<file path="src/rtl/renkon_bias_bank.sv">
// Multi-lane saturating bias adder with a bias memory, a LANE-wide shadow fetch
// and an atomic shadow-to-active swap, followed by optional ReLU.
module renkon_bias_bank #(
  parameter int DWIDTH = 16,
  parameter int LANE   = 8,
  parameter int BDEPTH = 32,
  parameter int AWIDTH = $clog2(BDEPTH)
) (
  input  logic                   clk,
  input  logic                   rst,
  input  logic                   bias_we,
  input  logic [AWIDTH-1:0]      bias_addr,
  input  logic [DWIDTH-1:0]      bias_wdata,
  input  logic                   bsel_en,
  input  logic [AWIDTH-1:0]      bsel_base,
  output logic                   busy,
  input  logic                   relu_en,
  input  logic                   in_valid,
  input  logic [LANE*DWIDTH-1:0] pixel_in,
  output logic                   out_valid,
  output logic [LANE*DWIDTH-1:0] pixel_out
);

  localparam int KWIDTH = (LANE > 1) ? $clog2(LANE) : 1;

  typedef enum logic {IDLE, FETCH} state_t;

  state_t                  state_q, state_d;
  logic [AWIDTH-1:0]       base_q, base_d;
  logic [KWIDTH-1:0]       k_q, k_d;
  logic                    busy_q, busy_d;
  logic [DWIDTH-1:0]       mem_q    [BDEPTH];
  logic [DWIDTH-1:0]       mem_d    [BDEPTH];
  logic [DWIDTH-1:0]       shadow_q [LANE];
  logic [DWIDTH-1:0]       shadow_d [LANE];
  logic [DWIDTH-1:0]       active_q [LANE];
  logic [DWIDTH-1:0]       active_d [LANE];
  logic                    s1_valid_q, s1_valid_d;
  logic                    s1_relu_q, s1_relu_d;
  logic [LANE*DWIDTH-1:0]  s1_pixel_q, s1_pixel_d;
  logic                    out_valid_q, out_valid_d;
  logic [LANE*DWIDTH-1:0]  pixel_out_q, pixel_out_d;
  logic [AWIDTH-1:0]       fetch_addr;

  // Sum at DWIDTH+1 bits; the two top bits disagree exactly when the result overflows.
  function automatic logic [DWIDTH-1:0] bias_add(input logic [DWIDTH-1:0] px,
                                                 input logic [DWIDTH-1:0] b,
                                                 input logic              relu);
    logic [DWIDTH:0]   sum;
    logic [DWIDTH-1:0] res;
    sum = {px[DWIDTH-1], px} + {b[DWIDTH-1], b};
    if (sum[DWIDTH] != sum[DWIDTH-1])
      res = sum[DWIDTH] ? {1'b1, {(DWIDTH-1){1'b0}}} : {1'b0, {(DWIDTH-1){1'b1}}};
    else
      res = sum[DWIDTH-1:0];
    if (relu && res[DWIDTH-1])
      res = '0;
    return res;
  endfunction

  assign fetch_addr = base_q + AWIDTH'(k_q);

  always_comb begin
    state_d     = state_q;
    base_d      = base_q;
    k_d         = k_q;
    busy_d      = busy_q;
    mem_d       = mem_q;
    shadow_d    = shadow_q;
    active_d    = active_q;
    s1_valid_d  = in_valid;
    s1_relu_d   = relu_en;
    s1_pixel_d  = pixel_in;
    out_valid_d = 1'b0;
    pixel_out_d = pixel_out_q;

    case (state_q)
      IDLE: begin
        if (bsel_en) begin
          state_d = FETCH;
          base_d  = bsel_base;
          k_d     = '0;
          busy_d  = 1'b1;
        end
      end
      FETCH: begin
        // The read uses mem_q, so a same-edge write to this address is not seen.
        shadow_d[k_q] = mem_q[fetch_addr];
        if (k_q == KWIDTH'(LANE - 1)) begin
          active_d = shadow_d;
          state_d  = IDLE;
          busy_d   = 1'b0;
        end else begin
          k_d = k_q + 1'b1;
        end
      end
      default: state_d = IDLE;
    endcase

    if (bias_we)
      mem_d[bias_addr] = bias_wdata;

    if (s1_valid_q) begin
      out_valid_d = 1'b1;
      for (int i = 0; i < LANE; i++)
        pixel_out_d[i*DWIDTH +: DWIDTH] =
          bias_add(s1_pixel_q[i*DWIDTH +: DWIDTH], active_q[i], s1_relu_q);
    end
  end

  always_ff @(posedge clk) begin
    if (rst) begin
      state_q     <= IDLE;
      base_q      <= '0;
      k_q         <= '0;
      busy_q      <= 1'b0;
      for (int a = 0; a < BDEPTH; a++)
        mem_q[a] <= '0;
      for (int i = 0; i < LANE; i++) begin
        shadow_q[i] <= '0;
        active_q[i] <= '0;
      end
      s1_valid_q  <= 1'b0;
      s1_relu_q   <= 1'b0;
      s1_pixel_q  <= '0;
      out_valid_q <= 1'b0;
      pixel_out_q <= '0;
    end else begin
      state_q     <= state_d;
      base_q      <= base_d;
      k_q         <= k_d;
      busy_q      <= busy_d;
      mem_q       <= mem_d;
      shadow_q    <= shadow_d;
      active_q    <= active_d;
      s1_valid_q  <= s1_valid_d;
      s1_relu_q   <= s1_relu_d;
      s1_pixel_q  <= s1_pixel_d;
      out_valid_q <= out_valid_d;
      pixel_out_q <= pixel_out_d;
    end
  end

  assign busy      = busy_q;
  assign out_valid = out_valid_q;
  assign pixel_out = pixel_out_q;

endmodule

</file>
<file path="config.mk">
export PLATFORM = sky130hd
export DESIGN_NAME = renkon_bias_bank
export DESIGN_NICKNAME = d
export VERILOG_FILES = /design/src/rtl/renkon_bias_bank.sv
export SDC_FILE = /design/constraint.sdc
export NUM_CORES = 2
export LEC_CHECK = 0
export ABC_AREA = 1
export CORE_MARGIN = 1
export CORE_UTILIZATION = 40
export CTS_BUF_LIST = sky130_fd_sc_hd__clkbuf_16
export CTS_CLUSTER_SIZE = 28
export DETAILED_ROUTE_END_ITERATION = 7
export PLACE_DENSITY_LB_ADDON = 0.12
export SLEW_MARGIN = 30
export SYNTH_ARGS = -nofsm -noshare
export SYNTH_HDL_FRONTEND = slang
export SYNTH_SLANG_ARGS = --single-unit
export TNS_END_PERCENT = 50
</file>
<file path="constraint.sdc">
create_clock -name clk -period 3.28 [get_ports clk]
set_input_delay 0.656 -clock clk [delete_from_list [all_inputs] [get_ports clk]]
set_output_delay 0.656 -clock clk [all_outputs]
set_load 0.02 [all_outputs]
</file>
-- Word-level counts from Yosys, hierarchy flattened
Cells that the tools add are included.
- add/sub/neg operators: 10
- multipliers: 0
- div/mod/pow operators: 0
- order comparisons: 5
- eq/ne operators: 12
- shift-type cells: 0
- mux-type cells: 51
- bitwise logic cells: 4
- reductions and logical operators: 14
- operators by type and width (operator ; number):
    $mux 16 ; 36
    $bwmux 512 ; 1
    $add 16x16->17 ; 8
    $bwmux 128 ; 1
    $bmux 16 s5 ; 1
    $demux 16 s5 ; 1
    $demux 16 s3 ; 1
    $ge 6x6->1 const B ; 2
    $not 5->6 ; 2
    $logic_and 1x1->1 ; 10
    $ne 1x1->1 ; 8
    $reduce_and 2->1 ; 4
    $lt 6x1->1 const B ; 1
    $mux 3 ; 2
    $pmux 3 s2 ; 1
    $add 5x3->5 ; 1
    $mux 1 ; 5
    $ge 4x4->1 const B ; 1
    $lt 4x1->1 const B ; 1
    $ne 2x2->1 const B ; 2
    $not 3->4 ; 1
    $pmux 1 s2 ; 2
    $add 3x1->3 const B ; 1
    $eq 3x3->1 const B ; 1
    2 further kinds ; 2
- register bits after elaboration: 1037
- latch bits: 0
- bits in writable memories: 0
- ROM bits: 0
- logic and storage cells: 153
- memories: 0

-- Logic depth before layout (Yosys ltp)
- word-level depth: 6
- mapped depth: 15
- mapped depth without buffers: 14

-- Worst setup path before layout
Ideal clock, no wire load.
- path type: register to register
- start: reg k_q[0]
- end: reg shadow_q[106] (netlist bit)
- arrival time: 2.227 ns
- data required time: 3.152 ns
- setup slack: 0.924 ns
- cell stages (with the launch flop): 14
- path buffers: 2
- period minus slack after synthesis: 2.356 ns
- path through: dfxtp_1 ha_1 fa_1 buf_2 clkbuf_1 nor2_1 o21ai_0 o21ai_0 nand2_1 nand3_1 nand3_2 nand3_1 nand2_1 a21oi_1
- word-level cells in the longest chain between the ends: 6
- elaborated cells on any way between the ends: 12
- those cells by class: add/sub: 1; order compare: 2; mux: 6; bitwise: 2; reduce/logical: 1
- RTL lines (element ; RTL line ; source):
    from (decl) ; 30 ; logic [KWIDTH-1:0] k_q, k_d;
    from (signal assigned) ; 131 ; k_q <= k_d;
    $add 5x3->5 / $not 3->4 (equally long branches) ; 61, 88 ;
    $not 5->6 (implied by the code) (tied with other cells) ; 88 ; shadow_d[k_q] = mem_q[fetch_addr];
    $bmux 16 s5 / $logic_and 1x1->1 (equally long branches) ; 88 ;
    $mux 16 (implied by the code) ; 88 ;
    $mux 16 (implied by the code) / $demux 16 s3 (equally long branches) ; 88 ;
    $bwmux 128 * ; 88 ;
    to (signal assigned) ; 134 ; shadow_q <= shadow_d;
    to (decl) ; 34 ; logic [DWIDTH-1:0] shadow_q [LANE];
Mark *: on every way between the ends. The rest lies on a longest branch, timed or not. The select of a mux whose other input is x is not followed.
A chain may end at the register's enable or synchronous reset.

-- Worst setup path after layout
- start: reg base_q[0]
- end: reg shadow_q[72] (netlist bit)
- word-level cells in the longest chain between the ends: 6
- RTL lines (element ; RTL line ; source):
    from (decl) ; 29 ; logic [AWIDTH-1:0] base_q, base_d;
    from (signal assigned) ; 130 ; base_q <= base_d;
    $add 5x3->5 ; 61 ; assign fetch_addr = base_q + AWIDTH'(k_q);
    $not 5->6 (implied by the code) ; 88 ;
    $bmux 16 s5 ; 88 ;
    $mux 16 (implied by the code) (2 in series) ; 88 ;
    $bwmux 128 ; 88 ;
No other way between the ends. The select of a mux whose other input is x is not followed.

==> reports/results.md <==
Placement
* instance area at placement: 54,200 µm²
* HPWL Detailed: 104 mm
* placer congestion estimate: 0.869
* total of buffers placed on input and output ports: 289

Pwr
* total power consumption of the routed design: 30.9 mW
* leak pwr: 25.2 nW
* worst ir drop on vdd: 0.423 mV
* Power Density: 534 nW/µm²

Cells and area
* summed area of non-filler cells in the final layout: 57,900 µm²
* Final nets: 7,555
* fraction of final layout cells with drive strength greater than 1: 0.0714
* layout overhead on the synthesized area: 16.8%

Yosys
* cell area after synthesis: 49,600 µm²
* dominant register cell in the synthesized netlist: dfxtp_1
* flop and latch count out of synthesis: 1,037
* ranking of synthesized cells by area: dfxtp_1 (42%), nand2_1 (10%), o21ai_0 (8.6%)
* number of distinct library cell variants in the gate-level netlist after synthesis: 36
* post-synthesis sequential area ratio: 0.419
* nets in the synthesized netlist: 7,462
* count of flip-flops with a built-in enable after synthesis: 0
* Yosys warning total: 0
* Post-Synthesis Mean Instance Area: 6.93 µm²
* top cell type's share of synthesized area: 0.419
* share of flip-flops with an asynchronous set or reset: 0
* library cell with the largest summed area after synthesis: dfxtp_1
* gate count after technology mapping: 7,160

Clocking
* clock buffer count from CTS: 113
* number of buffers added to fix hold violations after cts: 0
* total of cells resized after clock tree synthesis: 0
* clock slew at reported path FFs: 0.06 ns
* H-Tree Level Count: 3
* Skew-Pair Late Insertion Delay: 0.75 ns
* master cell of the clock root buffer: clkbuf_16
* Post-CTS Setup Repair Bufs: 0
* clock tree from TritonCTS: done
* CTS sink cnt: 1,037
* worst-case clock buffer depth: 3

Timing
* final max-slew violation count: 0
* setup tns final: 0 ns
* Clock Skew: 0.0311 ns
* final hold slack: 0.371 ns
* Final period util: 0.968
* Peak Freq: 315 MHz
* normalized max-slew margin: 0.377
* number of failing setup endpoints in the final timing report: 0
* post-route minimum period: 3.17 ns
* measured slew at the worst slew-check pin: 0.933 ns
* final number of hold-violating endpoints: 0
* setup repair after global routing missed its margin: no

Global route
* overall global routing resource usage: 0.245
* pin count of the biggest net entering global routing: 258
* initial antenna violation count: 3
* grt total ovfl: 0
* number of global-route vias before repair: 42,272
* global-route wire length before repair: 245 mm

Worst setup path
* class of the most critical setup path: register to register
* maximum fanout count along the critical path: 46
* Critical Path End Type: register
* CP arrival: 3.78 ns
* required time at the worst-slack endpoint: 3.88 ns
* critical path startpoint category: register

Min path
* worst min-delay path category: input port to register

Routing
* total iterations of the first detailed-routing run: 5
* total vias in the final route: 45,770
* DRC violations left: 0
* antenna violation net count after detailed routing: 0
* wirelength, routed: 158 mm
* Via-to-Cell Ratio: 5.10
* average wire length per cell after detail routing: 17.6 µm
* iteration-0 DRC count of the detailed router: 3,625

Die
* Std-Cell Rows: 128
* I/O pin cnt: 290
* die footprint: 125,000 µm²
* starting density of the core: 0.405
* die width: 354 µm
* Core Region: 122,000 µm²
* Chip Height: 354 µm

Run
* max-cap check violation count: 0

Outcome
* outcome: finished, final reports clean

-- registers in the layout, summed over array words and instances (netlist names) --
signal,cells
k_q,3
s1_valid_q,1
active_q,128
s1_relu_q,1
busy,1
s1_pixel_q,128
out_valid,1
shadow_q,128
pixel_out,128
state_q,1
mem_q,512
base_q,5
-- final timing paths --
check                    end  slack (ns)  cells past startpoint  startpoint
min reg2reg       mem_q[327]        0.45                      2  mem_q[327]
max reg2reg     shadow_q[72]        0.11                     13   base_q[0]
min          s1_pixel_q[113]        0.37                      2         rst
max             shadow_q[72]        0.11                     13   base_q[0]
-- power breakdown --
| group | leakage, nW | internal (mW) | switching, mW |
|---|---|---|---|
| clock network | 1.86 | 7.26 | 5.49 |
| logic | 14.9 | 1.69 | 3.29 |
| registers | 8.44 | 13.0 | 0.193 |
| total | 25.2 | 22.0 | 8.97 |
-- metal layers --
metal | track usage | wire length, µm | vias up
li1 | - | - | 23403
met1 | 0.332 | 71900 | 20951
met2 | 0.395 | 71400 | 1154
met3 | 0.0305 | 7900 | 262
met4 | 0.100 | 6730 | 0
met5 | 0 | 0 | -
-- metrics by stage --
step / utilization / setup WS, ns / instances
6_report: 0.473 / 0.107 / 8970
5_1_grt: 0.473 / 0.0216 / 8970
4_1_cts: 0.473 / 0.0698 / 8967
3_5_place_dp: 0.443 / 0.0922 / 8762
3_3_place_gp: 0.443 / 0.0661 / 8762
2_1_floorplan: - / 0.924 / 7160
-- cells in the mapped netlist, types with 32 or more instances --
library cell	n
nand2_1	1343
dfxtp_1	1037
nor2_1	1013
o21ai_0	856
a21oi_1	648
inv_1	611
nand3_1	411
clkbuf_1	337
o21ai_1	172
ha_1	133
or2_2	128
buf_2	66
o211ai_1	65
xnor2_1	64
nor3_1	50
nand2_2	33
nand3b_1	32
-- cells by family (layout without fill, tap and decap cells) --
kind of cell,count (synthesis),count (layout),synth area share
AO/OA/AOI/OAI,1767,1767,0.183
XOR/XNOR,76,76,0.0138
adder cells (fa/ha/maj),142,142,0.0372
buffers and inverters,1067,1250,0.0854
flip-flops,1037,1037,0.419
other,0,2,0
AND/OR/NAND/NOR,3071,3071,0.262
-- layout make-up --
type / instances / area [µm²]
fill: 12584 / 64400
multi-input combinational: 5056 / 24700
sequential: 1037 / 20800
timing repair buffer: 427 / 4440
clock buffer: 118 / 2950
inverter: 618 / 2330
tap: 1625 / 2030
clock inverter: 87 / 702
antenna: 2 / 5.00
-- placed cells by master (no fill, tap or decap), types with 10 or more instances in the layout --
| master | n |
|---|---|
| o21bai_1 | 16 |
| inv_1 | 629 |
| nor2_1 | 1012 |
| xnor2_1 | 64 |
| a21oi_1 | 648 |
| clkbuf_16 | 118 |
| or2_2 | 128 |
| nand3b_1 | 32 |
| bufinv_16 | 10 |
| dfxtp_1 | 1036 |
| nand3_4 | 13 |
| nand3_1 | 411 |
| o211ai_1 | 65 |
| ha_1 | 132 |
| o21ai_1 | 173 |
| buf_4 | 98 |
| clkinv_1 | 27 |
| buf_12 | 37 |
| o21ai_0 | 855 |
| clkinv_2 | 19 |
| nand2_2 | 33 |
| nand2_1 | 1342 |
| nand4_1 | 14 |
| clkdlybuf4s50_1 | 288 |
| and2_1 | 14 |
| xor2_1 | 10 |
| nor3_1 | 42 |
| nand3_2 | 19 |
-- worst max-delay path, cell delays in order, from the launching register on --
cell and delay [ns]:
dfxtp_1 0.33, ha_4 0.17, fa_4 0.84, buf_12 0.25, nor2_1 0.10, o21ai_1 0.16, o21ai_1 0.14, nand2_1 0.14
nand3_1 0.16, nand3_2 0.19, buf_4 0.23, nand3_1 0.09, nand2_1 0.09, a21oi_1 0.06
No activity file was read; power rests on OpenSTA's default activity.
